`src/rtl/branch_predictor.sv`:
```
// Direct-mapped bimodal branch predictor with BTB: 2-bit counters, tags and targets per entry.
// Define BP_STATS_EN to add the stat_branches / stat_mispredicts counters and ports.
module branch_predictor #(
  parameter int unsigned ENTRIES = 16
) (
  input  logic        clk,
  input  logic        reset,
  input  logic [31:0] if_pc,
  input  logic        ex_valid,
  input  logic        ex_is_branch,
  input  logic [31:0] ex_pc,
  input  logic [31:0] ex_target,
  input  logic        ex_branch_taken,
  input  logic        ex_pred_taken,
  output logic        pred_taken,
  output logic [31:0] pred_target,
  output logic        mispredict,
  output logic [31:0] redirect_pc
`ifdef BP_STATS_EN
  ,
  output logic [31:0] stat_branches,
  output logic [31:0] stat_mispredicts
`endif
);

  localparam int unsigned IdxW = $clog2(ENTRIES);
  localparam int unsigned TagW = 30 - IdxW;

  logic              valid_q  [ENTRIES];
  logic              valid_d  [ENTRIES];
  logic [1:0]        cnt_q    [ENTRIES];
  logic [1:0]        cnt_d    [ENTRIES];
  logic [TagW-1:0]   tag_q    [ENTRIES];
  logic [TagW-1:0]   tag_d    [ENTRIES];
  logic [31:0]       target_q [ENTRIES];
  logic [31:0]       target_d [ENTRIES];

  logic [IdxW-1:0]   if_idx, ex_idx;
  logic [TagW-1:0]   if_tag, ex_tag;
  logic              if_hit, ex_hit, upd_en;
  logic              unused_pc_bits;

  assign if_idx = if_pc[IdxW+1:2];
  assign if_tag = if_pc[31:IdxW+2];
  assign ex_idx = ex_pc[IdxW+1:2];
  assign ex_tag = ex_pc[31:IdxW+2];
  assign unused_pc_bits = ^{if_pc[1:0], ex_pc[1:0]};

  assign if_hit = valid_q[if_idx] && (tag_q[if_idx] == if_tag);
  assign ex_hit = valid_q[ex_idx] && (tag_q[ex_idx] == ex_tag);
  assign upd_en = ex_valid && ex_is_branch;

  // Lookup reads registered state only, so a same-cycle update is seen next cycle.
  always_comb begin
    pred_taken  = if_hit && cnt_q[if_idx][1];
    pred_target = pred_taken ? target_q[if_idx] : (if_pc + 32'd4);
    mispredict  = upd_en && (ex_branch_taken != ex_pred_taken);
    redirect_pc = ex_branch_taken ? ex_target : (ex_pc + 32'd4);
  end

  always_comb begin
    valid_d  = valid_q;
    cnt_d    = cnt_q;
    tag_d    = tag_q;
    target_d = target_q;
    if (upd_en) begin
      if (ex_branch_taken) begin
        valid_d[ex_idx]  = 1'b1;
        tag_d[ex_idx]    = ex_tag;
        target_d[ex_idx] = ex_target;
        if (!ex_hit) begin
          cnt_d[ex_idx] = 2'b10;
        end else if (cnt_q[ex_idx] != 2'b11) begin
          cnt_d[ex_idx] = cnt_q[ex_idx] + 2'd1;
        end
      end else if (ex_hit && (cnt_q[ex_idx] != 2'b00)) begin
        // Not-taken misses never allocate.
        cnt_d[ex_idx] = cnt_q[ex_idx] - 2'd1;
      end
    end
  end

  always_ff @(posedge clk) begin
    if (reset) begin
      for (int i = 0; i < ENTRIES; i++) begin
        valid_q[i] <= 1'b0;
        cnt_q[i]   <= 2'b01;
      end
    end else begin
      valid_q <= valid_d;
      cnt_q   <= cnt_d;
    end
  end

  // Tags and targets are qualified by valid, so they need no reset.
  always_ff @(posedge clk) begin
    if (!reset) begin
      tag_q    <= tag_d;
      target_q <= target_d;
    end
  end

`ifdef BP_STATS_EN
  logic [31:0] stat_br_q, stat_br_d;
  logic [31:0] stat_mp_q, stat_mp_d;

  always_comb begin
    stat_br_d = upd_en ? (stat_br_q + 32'd1) : stat_br_q;
    stat_mp_d = mispredict ? (stat_mp_q + 32'd1) : stat_mp_q;
  end

  always_ff @(posedge clk) begin
    if (reset) begin
      stat_br_q <= 32'd0;
      stat_mp_q <= 32'd0;
    end else begin
      stat_br_q <= stat_br_d;
      stat_mp_q <= stat_mp_d;
    end
  end

  assign stat_branches    = stat_br_q;
  assign stat_mispredicts = stat_mp_q;
`endif

endmodule

```
`config.mk`:
```
export PLATFORM = sky130hd
export DESIGN_NAME = branch_predictor
export DESIGN_NICKNAME = d
export VERILOG_FILES = /design/src/rtl/branch_predictor.sv
export SDC_FILE = /design/constraint.sdc
export NUM_CORES = 1
export LEC_CHECK = 0
export CORE_MARGIN = 3
export CORE_UTILIZATION = 59
export DETAILED_ROUTE_END_ITERATION = 8
export PLACE_DENSITY = 0.8
export SETUP_SLACK_MARGIN = 0.02
export SLEW_MARGIN = 5
export SYNTH_ARGS = -nofsm -noshare
export SYNTH_HDL_FRONTEND = slang
export SYNTH_SLANG_ARGS = --single-unit
```
`constraint.sdc`:
```
create_clock -name clk -period 17.3 [get_ports clk]
set_input_delay 3.46 -clock clk [delete_from_list [all_inputs] [get_ports clk]]
set_output_delay 3.46 -clock clk [all_outputs]
set_load 0.03 [all_outputs]
```
==> flow_summary.yaml <==
synthesis:
  yosys-top-cells-count: "928 x edfxtp_1, 387 x mux4_2, 105 x nand2_1"
  syn_area_mm2: 0.0436
  synth_fp_nets: 2432
  synth_edf_count: 928
  ys_ff_latch: 976
  yosys.area.top_type: "edfxtp_1"
  async_flop_share_pct: 0
  synth_flop_cell: "edfxtp_1"
  syn_area_per_cell_um2: 18.8
  synthTopCellsByArea: "edfxtp_1 64%, mux4_2 20%, dfxtp_1 2.2%"
  yosysUniqueCellTypes: 67
  seq_area_frac_synth_pct: 66.1
  ys_warn_count: 0
  synth_most_common_cell: "edfxtp_1"
  netlist.area_leader.share_pct: 63.9
  syn_inst: 2323
power_and_ir_drop:
  switching_power_mw: 1.17
  clkPwrFrac_pct: 41.1
  internal_power_mw: 3.97
  power_density_mw_per_mm2: 104
  ir_worst_vdd_mv: 0.0949
  p_sw_share_pct: 22.7
  comb_power_share_pct: 8.3
  pwr-share-seq_pct: 50.6
  cellLeakagePower_nw: 15.6
setup_path:
  r2r_slack_ns: 12.56
  criticalPathCategory: "input port to primary output"
  crit_path_end_kind: "primary output"
  path_max_fanout: 83
  required_ns: 13.84
  crit_arrival_ns: 8.88
  critPathLaunchType: "input port"
timing:
  slew_headroom_pct: 10.2
  tightestPinTransition_ns: 1.34
  finalSetupTns_ns: 0
  final.period_utilization_pct: 71.3
  clock_skew_ns: 0.0288
  finalCriticalPeriod_ns: 12.34
  rsz0062_at_grt: "false"
  worst_slack_ns: 4.96
  hold_violations: 0
  setup_violations: 0
  fmax_mhz: 81.0
  slew_viol_final: 0
route:
  dr.pass1.iters: 8
  wirelength_um: 129000
  vias_per_cell: 7.42
  vias: 26200
  wire_per_inst_um: 36.7
  drt_iter0_drc: 4477
  ant_nets: 0
  drc: 0
clock_tree:
  clockRootBuffer: "clkbuf_16"
  cts_buffer_depth: 3
  clkLatencyLatePin_ns: 0.69
  post_cts_buffers: 0
  cts_hold_buf: 0
  cts_tree: "done"
  clkTransAtPathRegs_ns: 0.06
  htree_levels: 3
  cts.sinks: 976
  cts_buffers: 94
  post_cts_resize_count: 0
die:
  rows: 99
  dieArea_mm2: 0.0773
  die_width_um: 278
  die_h_um: 278
  core-area_mm2: 0.0731
  pin_count: 168
  start_util_pct: 59.7
outcome:
  outcome: "complete, no violations"
cells_and_area:
  postLayoutCellArea_mm2: 0.0495
  drive_gt1_share_pct: 24.3
  nNetsFinal: 2595
  area_delta_synth_final_pct: 13.4
grt:
  antenna_found_initial: 6
  grt_max_degree: 84
  grt_overflow: 0
  grt_pass1_vias: 26500
  grt_usage_pct: 33.8
  grt_pass1_wl_um: 187000
placement:
  pre_cts_ws_ns: 5.04
  gp_congestion: 0.901
  dpl.hpwl_um: 73700
  port_buffers: 167
  dpl_cell_area_mm2: 0.0463
hold_path:
  hold_path_class: "flop to flop"
job:
  max-cap-violations: 0
-- power by group through the flow --
stage	clock (mW)	sequential (mW)	combinational, mW
floorplan	0	2.65	0.244
global placement	0	2.65	0.408
detailed placement	0	2.65	0.415
CTS	2.12	2.60	0.420
global route	2.21	2.60	0.444
finish	2.11	2.60	0.428
-- cell usage in the layout (no fill, tap or decap), types with 25 or more instances in the layout --
| cell | netlist | layout |
|---|---|---|
| nand2_1 | 105 | 105 |
| inv_1 | 37 | 37 |
| xnor2_1 | 72 | 72 |
| clkinv_1 | 1 | 30 |
| xor2_1 | 35 | 35 |
| mux2i_1 | 88 | 88 |
| o21ai_0 | 47 | 47 |
| edfxtp_1 | 928 | 928 |
| clkbuf_16 | 0 | 94 |
| buf_4 | 7 | 59 |
| clkdlybuf4s50_1 | 0 | 159 |
| nand3_1 | 39 | 38 |
| dfxtp_1 | 48 | 48 |
| a21oi_1 | 35 | 35 |
| mux4_2 | 387 | 387 |
| and3_1 | 25 | 25 |
| nor2_1 | 82 | 66 |
-- kinds of logic after synthesis --
| family | Yosys count | share of synthesized area (%) |
|---|---|---|
| adder cells (fa/ha/maj) | 7 | 0.201 |
| AO/OA/AOI/OAI | 207 | 3.33 |
| XOR/XNOR | 107 | 2.15 |
| buffers and inverters | 194 | 2.07 |
| AND/OR/NAND/NOR | 342 | 3.80 |
| flip-flops | 976 | 66.1 |
| multiplexers | 490 | 22.4 |
-- through the flow --
| step | instances | utilization, % | total power [mW] | hold WS (ns) |
|---|---|---|---|---|
| 6_report | 3528 | 67.7 | 5.13 | 0.489 |
| 5_1_grt | 3525 | 67.7 | 5.25 | 0.507 |
| 4_1_cts | 3523 | 67.7 | 5.14 | 0.488 |
| 3_5_place_dp | 3349 | 63.4 | 3.06 | 0.466 |
| 3_3_place_gp | 3349 | 63.4 | 3.05 | 0.469 |
| 2_1_floorplan | 2323 | - | 2.89 | 0.450 |
-- flip-flops by register name, indices dropped and copies added (netlist names) --
register  cells
target_q    512
tag_q       416
cnt_q        32
valid_q      16
-- routing by layer --
layer / share of wire, % / track usage (%)
met4: 5.6 / 15.9
met5: 0.022 / 0
met1: 34 / 44.5
met2: 47 / 52.2
met3: 14 / 10.7
-- area by class of cell --
class / count / area [µm²]
flip-flops and latches: 976 / 28800
fillers: 4550 / 23600
multi-input cells: 1153 / 14000
clock buffers: 108 / 2400
repair buffers: 223 / 2090
well taps: 959 / 1200
clock inverters: 66 / 749
inverters: 38 / 143
diodes: 5 / 12.5
-- worst max-delay path: stages --
cell and delay, ns:
buf_8 0.65, buf_4 0.84, mux4_2 0.62, mux4_2 0.51, xnor2_1 0.27, nand2_1 0.08
or3b_2 0.47, nor3_1 0.25, nand3_2 0.09, buf_4 0.37, a21oi_1 0.29, clkdlybuf4s50_1 0.72
-- final timing paths --
check | start | cells past startpoint | to
worst max-delay path | if_pc[2] | 12 | pred_target[2]
worst min-delay path | cnt_q[2]$_SDFFE_PP1P_ | 1 | cnt_q[2]$_SDFFE_PP1P_
worst max register to register | tag_q[62]$_DFFE_PP_ | 9 | cnt_q[4]$_SDFFE_PP1P_
worst min register to register | cnt_q[2]$_SDFFE_PP1P_ | 1 | cnt_q[2]$_SDFFE_PP1P_
Note: power is estimated with default switching activity, not from simulation.
